[config.mk]
export PLATFORM = sky130hd
export DESIGN_NAME = chess_cursor_ctrl
export DESIGN_NICKNAME = d
export VERILOG_FILES = /design/src/rtl/chess_pkg.sv /design/src/rtl/btn_debounce.sv /design/src/rtl/chess_cursor_ctrl.sv
export SDC_FILE = /design/constraint.sdc
export NUM_CORES = 1
export LEC_CHECK = 0
export ABC_CLOCK_PERIOD_IN_PS = 4900
export BUFFER_PORTS_ARGS = -buffer_cell sky130_fd_sc_hd__buf_4
export CAP_MARGIN = 5
export CORE_MARGIN = 10
export CORE_UTILIZATION = 50
export DETAILED_ROUTE_END_ITERATION = 10
export PLACE_DENSITY = 0.67
export SYNTH_ARGS = -nofsm -noshare
export SYNTH_HDL_FRONTEND = slang
export SYNTH_SLANG_ARGS = --single-unit
[constraint.sdc]
create_clock -name CLOCK -period 4.9 [get_ports CLOCK]
set_clock_uncertainty 0.2 [all_clocks]
set_input_delay 0.735 -clock CLOCK [delete_from_list [all_inputs] [get_ports CLOCK]]
set_output_delay 0.735 -clock CLOCK [all_outputs]
set_load 0.03 [all_outputs]
[src/rtl/chess_pkg.sv]
// Shared chess definitions: piece codes, side-to-move, cursor FSM encodings and reset cursor square.
package chess_pkg;

  typedef enum logic [2:0] {
    EMPTY  = 3'd0,
    PAWN   = 3'd1,
    KNIGHT = 3'd2,
    BISHOP = 3'd3,
    ROOK   = 3'd4,
    QUEEN  = 3'd5,
    KING   = 3'd6
  } piece_t;

  localparam logic WHITE = 1'b0;
  localparam logic BLACK = 1'b1;

  localparam logic [1:0] ST_IDLE      = 2'd0;
  localparam logic [1:0] ST_HELD      = 2'd1;
  localparam logic [1:0] ST_MOVE_WAIT = 2'd2;

  // White king square: row 7 is white's back rank.
  localparam logic [2:0] CURSOR_RST_X = 3'd7;
  localparam logic [2:0] CURSOR_RST_Y = 3'd4;

  typedef struct packed {
    logic c;
    logic r;
    logic l;
    logic d;
    logic u;
  } btn_t;

  // One wrapping step on a 0..7 axis; opposing requests cancel.
  function automatic logic [2:0] step3(input logic [2:0] v, input logic dec, input logic inc);
    if (dec && !inc)      step3 = v - 3'd1;
    else if (inc && !dec) step3 = v + 3'd1;
    else                  step3 = v;
  endfunction

endpackage

[src/rtl/btn_debounce.sv]
// One pushbutton lane: 2-FF synchroniser, stability counter, rising-edge press pulse.
module btn_debounce #(
  parameter int DEBOUNCE_CYCLES = 200000
) (
  input  logic CLOCK,
  input  logic RESET,
  input  logic raw,
  output logic level,
  output logic press
);
  localparam int CW = $clog2(DEBOUNCE_CYCLES + 1);

  logic          s1, s2;
  logic [CW-1:0] cnt;

  // Counter only runs while the synced level disagrees with the accepted one.
  always_ff @(posedge CLOCK or posedge RESET) begin
    if (RESET) begin
      s1    <= 1'b0;
      s2    <= 1'b0;
      cnt   <= '0;
      level <= 1'b0;
      press <= 1'b0;
    end else begin
      s1    <= raw;
      s2    <= s1;
      press <= 1'b0;
      if (s2 == level) begin
        cnt <= '0;
      end else if (cnt == CW'(DEBOUNCE_CYCLES - 1)) begin
        level <= s2;
        press <= s2;
        cnt   <= '0;
      end else begin
        cnt <= cnt + CW'(1);
      end
    end
  end

endmodule

[src/rtl/chess_cursor_ctrl.sv]
// Button-driven board cursor, select/move FSM and side-to-move tracking.
// Optional auto-repeat on direction buttons: define CURSOR_AUTOREPEAT_EN.
module chess_cursor_ctrl
  import chess_pkg::*;
#(
  parameter int DEBOUNCE_CYCLES = 200000,
  parameter int MOVE_TIMEOUT    = 1024,
  parameter int REPEAT_DELAY    = 50000000,
  parameter int REPEAT_PERIOD   = 15000000
) (
  input  logic       CLOCK,
  input  logic       RESET,
  input  logic       btnU,
  input  logic       btnD,
  input  logic       btnL,
  input  logic       btnR,
  input  logic       btnC,
  input  logic       moved,
  output logic [2:0] coordX,
  output logic [2:0] coordY,
  output logic       player,
  output logic       sel_valid,
  output logic       held_valid,
  output logic [2:0] held_x,
  output logic [2:0] held_y,
  output logic [1:0] state
);
  localparam int TW = $clog2(MOVE_TIMEOUT + 1);

  logic [4:0]    raw, lvl, prs;
  btn_t          p;
  logic [TW-1:0] tmo;
  logic          same_sq;

  assign raw = {btnC, btnR, btnL, btnD, btnU};

  btn_debounce #(.DEBOUNCE_CYCLES(DEBOUNCE_CYCLES)) u_db [4:0] (
    .CLOCK (CLOCK),
    .RESET (RESET),
    .raw   (raw),
    .level (lvl),
    .press (prs)
  );

`ifdef CURSOR_AUTOREPEAT_EN
  logic [3:0] rep;
  logic       unused_lvl_c;
  assign unused_lvl_c = lvl[4];

  for (genvar i = 0; i < 4; i++) begin : g_rep
    logic [31:0] cnt;
    logic        started;
    logic        rep_q;
    always_ff @(posedge CLOCK or posedge RESET) begin
      if (RESET) begin
        cnt     <= '0;
        started <= 1'b0;
        rep_q   <= 1'b0;
      end else begin
        rep_q <= 1'b0;
        if (!lvl[i]) begin
          cnt     <= '0;
          started <= 1'b0;
        end else if (cnt == (started ? 32'(REPEAT_PERIOD - 1) : 32'(REPEAT_DELAY - 1))) begin
          rep_q   <= 1'b1;
          started <= 1'b1;
          cnt     <= '0;
        end else begin
          cnt <= cnt + 32'd1;
        end
      end
    end
    assign rep[i] = rep_q;
  end

  assign p = {prs[4], prs[3:0] | rep};
`else
  logic [4:0]    unused_lvl;
  localparam int unused_rep_cfg = REPEAT_DELAY ^ REPEAT_PERIOD;
  assign unused_lvl = lvl;
  assign p          = prs;
`endif

  assign same_sq    = (coordX == held_x) && (coordY == held_y);
  assign held_valid = (state == ST_HELD) || (state == ST_MOVE_WAIT);
  // Combinational so the strobe sees the pre-move cursor when a direction lands in the same cycle.
  assign sel_valid  = p.c && ((state == ST_IDLE) || ((state == ST_HELD) && !same_sq));

  always_ff @(posedge CLOCK or posedge RESET) begin
    if (RESET) begin
      coordX <= CURSOR_RST_X;
      coordY <= CURSOR_RST_Y;
    end else if (state != ST_MOVE_WAIT) begin
      coordX <= step3(coordX, p.u, p.d);
      coordY <= step3(coordY, p.l, p.r);
    end
  end

  always_ff @(posedge CLOCK or posedge RESET) begin
    if (RESET) begin
      state  <= ST_IDLE;
      player <= WHITE;
      held_x <= '0;
      held_y <= '0;
      tmo    <= '0;
    end else begin
      case (state)
        ST_IDLE: if (p.c) begin
          held_x <= coordX;
          held_y <= coordY;
          state  <= ST_HELD;
        end
        ST_HELD: if (p.c) begin
          if (same_sq) begin
            state <= ST_IDLE;
          end else begin
            state <= ST_MOVE_WAIT;
            tmo   <= '0;
          end
        end
        ST_MOVE_WAIT: begin
          if (moved) begin
            player <= ~player;
            state  <= ST_IDLE;
          end else if (tmo == TW'(MOVE_TIMEOUT - 1)) begin
            state <= ST_IDLE;
          end else begin
            tmo <= tmo + TW'(1);
          end
        end
        default: state <= ST_IDLE;
      endcase
    end
  end

endmodule
# --- Yosys cells after proc, flatten, opt, wreduce, memory -nomap -nowiden ---
# Index checks and enable logic that the tools add are counted.
word_totals:
  word_cells: 134
  reg_bits: 136
  input_bits: 8
  out_inout_bits: 17
op_classes:
  eq_ne: 22
  muxes: 35
  n_reduce_logical: 29
  add_sub_neg: 10
  bitwise_logic: 6
ops:
  columns: ["cell", "n"]
  rows:
  - ["$mux W18", 10]
  - ["$add A18 B1 Y18 const B", 5]
  - ["$eq A18 B18 Y1 const B", 5]
  - ["$mux W11", 4]
  - ["$pmux W11 S2", 1]
  - ["$reduce_and A2 Y1", 9]
  - ["$mux W3", 4]
  - ["$add A11 B1 Y11 const B", 1]
  - ["$eq A11 B10 Y1 const B", 1]
  - ["$mux W1", 10]
  - ["$mux W2", 5]
  - ["$ne A2 B2 Y1 const B", 4]
  - ["$logic_and A1 B1 Y1", 7]
  - ["$add A3 B1 Y3 const B", 2]
  - ["$eq A3 B3 Y1", 2]
  - ["$not A1 Y1", 6]
  - ["$pmux W2 S3", 1]
  - ["$reduce_bool A2 Y1", 3]
  - ["$sub A3 B1 Y3 const B", 2]
  - ["$eq A1 B1 Y1", 5]
  - ["$logic_not A1 Y1", 5]
  - ["$reduce_and A5 Y1", 1]
  - ["$ne A2 B1 Y1 const B", 2]
  - ["$ne A3 B2 Y1 const B", 1]
  - ["5 further kinds", 6]

# --- Depth between registers and ports, before layout ---
depth:
  ltp_word: 6
  mapped_depth: 8
  depth_no_buf: 7

# --- By module ---
# A second synthesis with hierarchy kept.
hier_totals:
  hier_cells: 649
  hier_area_um2: 7105.6
modules_own_cells:
  columns: ["mod", "n_inst", "cells_each", "area_per_inst_um2", "seq_area_each_um2"]
  rows:
  - ["btn_debounce at u_db[0] ...", 4, 101, 1122.3, 550.5]
  - ["chess_cursor_ctrl", 1, 145, 1562.7, 655.6]
  - ["btn_debounce at u_db[2]", 1, 100, 1053.5, 550.5]

# --- Worst setup path after synthesis ---
# No wires, ideal clock.
synth_path:
  kind: "flip-flop to output port"
  startpoint: "register coordY[1]"
  endpoint: "output port sel_valid"
  path_stages_with_launch: 5
  n_path_buf: 0
  arrival_time_ps: 1451
  slack_ps: 2514
  required_time_ps: 3965
  path_cell_list: "dfrtp_1 > xor2_1 > nor4_1 > a21boi_0 > o21a_1"
synth_via:
  elab_chain_cells: 6
synth_lines:
  columns: ["item", "line_no", "rtl"]
  rows:
  - ["start: declaration", "chess_cursor_ctrl.sv:20", "output logic [2:0] coordY,"]
  - ["start signal: assignment", "chess_cursor_ctrl.sv:95", "coordY <= step3(coordY, p.l, p.r);"]
  - ["$eq A3 B3 Y1", "chess_cursor_ctrl.sv:84", "assign same_sq = (coordX == held_x) && (coordY == held_y);"]
  - ["$logic_and A1 B1 Y1", "chess_cursor_ctrl.sv:84", null]
  - ["$logic_not A1 Y1", "chess_cursor_ctrl.sv:87", "assign sel_valid = p.c && ((state == ST_IDLE) || ((state == ST_HELD) && !same_sq));"]
  - ["$logic_and A1 B1 Y1", "chess_cursor_ctrl.sv:87", null]
  - ["$logic_or A1 B1 Y1", "chess_cursor_ctrl.sv:87", null]
  - ["$logic_and A1 B1 Y1", "chess_cursor_ctrl.sv:87", null]
  - ["end: declaration", "chess_cursor_ctrl.sv:22", "output logic sel_valid,"]
# No other way between the ends.

# --- Worst setup path after layout ---
layout_path:
  startpoint: "register coordX[2]"
  endpoint: "output port sel_valid"
layout_via:
  elab_chain_cells: 6
layout_lines:
  columns: ["item", "line_no", "rtl"]
  rows:
  - ["start: declaration", "chess_cursor_ctrl.sv:19", "output logic [2:0] coordX,"]
  - ["start signal: assignment", "chess_cursor_ctrl.sv:94", "coordX <= step3(coordX, p.u, p.d);"]
  - ["$eq A3 B3 Y1", "chess_cursor_ctrl.sv:84", null]
  - ["$logic_and A1 B1 Y1", "chess_cursor_ctrl.sv:84", null]
  - ["$logic_not A1 Y1", "chess_cursor_ctrl.sv:87", null]
  - ["$logic_and A1 B1 Y1", "chess_cursor_ctrl.sv:87", null]
  - ["$logic_or A1 B1 Y1", "chess_cursor_ctrl.sv:87", null]
  - ["$logic_and A1 B1 Y1", "chess_cursor_ctrl.sv:87", null]
# No other way between the ends.

==> flow_summary_export.csv <==
group,metric,value,unit
status,status,"complete, no violations",
logic_synthesis,yosysWarnings,0,
grt,grt_pass1_wl,21.0,mm
drt,drcViolationCount,0,
critical_path,cp.required,3.96,ns
sta,hold_violations,0,
logic_synthesis,synthCells,617,
logic_synthesis,synth_nets,639,
clocking,hold_buffers,0,
drt,vias,4401,
grt,grt_max_degree,104,
grt,antenna_found_initial,0,
layout,area_growth,14.0,%
logic_synthesis,yosys-top-cells-area,"dfrtp_1 (52%), xor2_1 (9.0%), nor2_1 (6.3%)",
pwr,p_leak,3.29,nW
sta,period_share,0.606,
grt,grt-ovfl-total,0,
floorplan,initial_core_util,0.508,
placed_design,dp_hpwl,8.07,mm
clocking,post_cts_resized,0,
logic_synthesis,synth_edf_count,0,
layout,drive_above_1_share,0.118,
critical_path,critPathKind,"flop to output port",
layout,nets,670,
drt,vias_per_cell,5.28,
drt,drt_iter0_drc,299,
drt,dr.pass1.iters,5,
grt,grt_pass1_vias,4479,
logic_synthesis,synthTopCellsByCount,"dfrtp_1 (132), nor2_1 (108), xor2_1 (66), nand3_1 (46), nand2_1 (34)",
placed_design,place_area,6710,sq um
drt,ant_nets,0,
logic_synthesis,yosysUniqueCellTypes,46,
flow_run,maxCapViolCount,0,
critical_path,critPathMaxStageDelay,0.58,ns
floorplan,die_area,17700,sq um
sta,fmax,0.337,GHz
layout,num_antenna_cells,0,
clocking,clkTransAtPathRegs,0.06,ns
logic_synthesis,syn_area,6390,sq um
floorplan,rows,41,
floorplan,die_w,133,microns
layout,n_fill_cell,1086,
placed_design,io_buffers,24,
clocking,ctsRootBufferMaster,"clkbuf_16",
clocking,cts_tree,"yes",
critical_path,crit_path_max_fanout,4,
logic_synthesis,synthArstFlopShare,1.00,
logic_synthesis,yosysSeqAreaShare,0.533,
logic_synthesis,yosys.area.top_type,"dfrtp_1",
sta,grt_setup_unrepaired,"no",
clocking,cts.sinks,136,
logic_synthesis,synth.most_common_cell,"dfrtp_1",
sta,fin_tns_setup,0,ns
clocking,ctsHtreeMaxLevel,4,
logic_synthesis,synth_seq_cells,136,
floorplan,die_y,133,microns
drt,post_drt_wl_per_cell,14.3,microns
drt,wirelength,11.9,mm
clocking,postCtsSetupRepairBufs,0,
sta,worst_pin_slew,0.904,ns
clocking,cts_max_path_buffers,2,
sta,min_period,2.97,ns
logic_synthesis,synth_area_per_cell,10.4,sq um
layout,finalInstanceArea,7290,sq um
grt,grt_usage,0.143,
clocking,clock_latency,0.42,ns
logic_synthesis,synth_top_area_frac,0.517,
floorplan,core,12600,sq um
clocking,cts_buffers,17,
floorplan,io_pins,25,
critical_path,start_kind,"flop",
pwr,p_per_area,337,nW/um^2
logic_synthesis,ys.flop_type,"dfrtp_1",
min_path,min_path_type,"flop to flop",
pwr,ir_drop,215,uV
critical_path,arrival,2.04,ns
critical_path,crit_slowest_cell,"dfstp_2",
critical_path,end_kind,"output port",
critical_path,ff2ff_setup_slack,2.54,ns
sta,relSlewSlack,0.398,
placed_design,globalplace.congestion,0.818,
critical_path,crit_chain,"xor2_1, nor4_1, a21boi_0, o21a_1, buf_4",
sta,setup_viol_count_final,0,
sta,finalMaxSlewViolations,0,
cell usage in the layout, fill, tap and decap left out, drive strengths merged, types with 2 or more instances in the layout:
| cell | synthesis | final |
|---|---|---|
| a21boi | 2 | 2 |
| a21oi | 13 | 13 |
| a22o | 2 | 2 |
| a31oi | 3 | 3 |
| a41oi | 2 | 2 |
| and2 | 3 | 3 |
| and3 | 25 | 25 |
| and4 | 5 | 5 |
| buf | 10 | 26 |
| bufinv | 0 | 2 |
| clkbuf | 4 | 19 |
| clkinv | 0 | 8 |
| dfrtp | 132 | 132 |
| dfstp | 4 | 4 |
| fa | 2 | 2 |
| ha | 12 | 12 |
| inv | 19 | 22 |
| mux2 | 9 | 9 |
| nand2 | 37 | 37 |
| nand2b | 4 | 4 |
| nand3 | 46 | 46 |
| nand4 | 27 | 27 |
| nor2 | 109 | 109 |
| nor3 | 11 | 11 |
| nor3b | 5 | 5 |
| nor4 | 7 | 7 |
| nor4b | 4 | 4 |
| o21a | 2 | 2 |
| o21ai | 10 | 10 |
| o31ai | 2 | 2 |
| or3 | 3 | 3 |
| xnor2 | 30 | 30 |
| xor2 | 66 | 66 |
metrics by stage:
| step | power, mW | hold slack, ns | std cells | setup WS (ns) | util |
|---|---|---|---|---|---|
| 2_1_floorplan | 1.21 | 0.131 | 617 | 0.332 | - |
| 3_3_place_gp | 1.23 | 0.135 | 801 | 2.31 | 0.534 |
| 3_5_place_dp | 1.23 | 0.140 | 801 | 2.36 | 0.534 |
| 4_1_cts | 2.49 | 0.153 | 833 | 1.88 | 0.580 |
| 5_1_grt | 2.55 | 0.167 | 833 | 1.72 | 0.580 |
| 6_report | 2.45 | 0.151 | 833 | 1.93 | 0.580 |
power by group:
group | switching [mW] | leakage, nW | internal, mW
clock | 0.490 | 0.286 | 0.754
combinational | 0.0419 | 1.16 | 0.0161
sequential | 0.0145 | 1.84 | 1.14
area by class of cell:
class	instances	area, sq um	share of cell area
inverters	19	76.3	0.0105
well taps	172	215	0.0295
multi-input cells	448	2810	0.386
clock inverters	13	145	0.0199
flip-flops and latches	136	3410	0.468
clock buffers	19	433	0.0594
repair buffers	26	195	0.0268
worst max-delay path: cells and delay by family (launching register included):
family,cells,cell delay [ns]
xor gates and xnor gates,1,0.08
DFF,1,0.58
AOI/OAI and AO/OA,2,0.41
buffers and inverters,1,0.16
and+or+nand+nor,1,0.39
flip-flops by register name, summed over array words and instances (netlist names):
signal / flops
u_db.cnt: 90
player: 1
held_x: 3
u_db.s2: 5
u_db.level: 5
held_y: 3
u_db.s1: 5
coordX: 3
coordY: 3
tmo: 11
state: 2
u_db.press: 5
final timing paths:
check                                       from                         to  cells after the start
hold reg to reg             u_db[1].s1$_DFF_PP0_       u_db[1].s2$_DFF_PP0_                      0
min in group asynchronous                  RESET  u_db[3].cnt[10]$_DFF_PP0_                      2
setup / recovery           coordX[2]$_DFFE_PP1P_                  sel_valid                      5
max in group asynchronous                  RESET      coordY[2]$_DFFE_PP1P_                      3
hold / removal              u_db[1].s1$_DFF_PP0_       u_db[1].s2$_DFF_PP0_                      0
setup reg to reg            state[0]$_DFFE_PP0P_       state[1]$_DFFE_PP0P_                      5
cells by family after synthesis:
logic type,count (synthesis),synth area share
xor gates and xnor gates,96,0.132
muxes,10,0.0174
buffers and inverters,33,0.0264
adders and majority gates,14,0.0298
AOI/OAI and AO/OA,40,0.0386
and+or+nand+nor,288,0.223
DFF,136,0.533
routing by layer:
metal	GRT usage	up-vias	share of wire
met4	0.0642	0	0.019
li1	-	2172	-
met2	0.225	70	0.48
met1	0.183	2143	0.47
met5	0	-	0
met3	0.0352	16	0.033
Power figures use the tool's default switching activity.
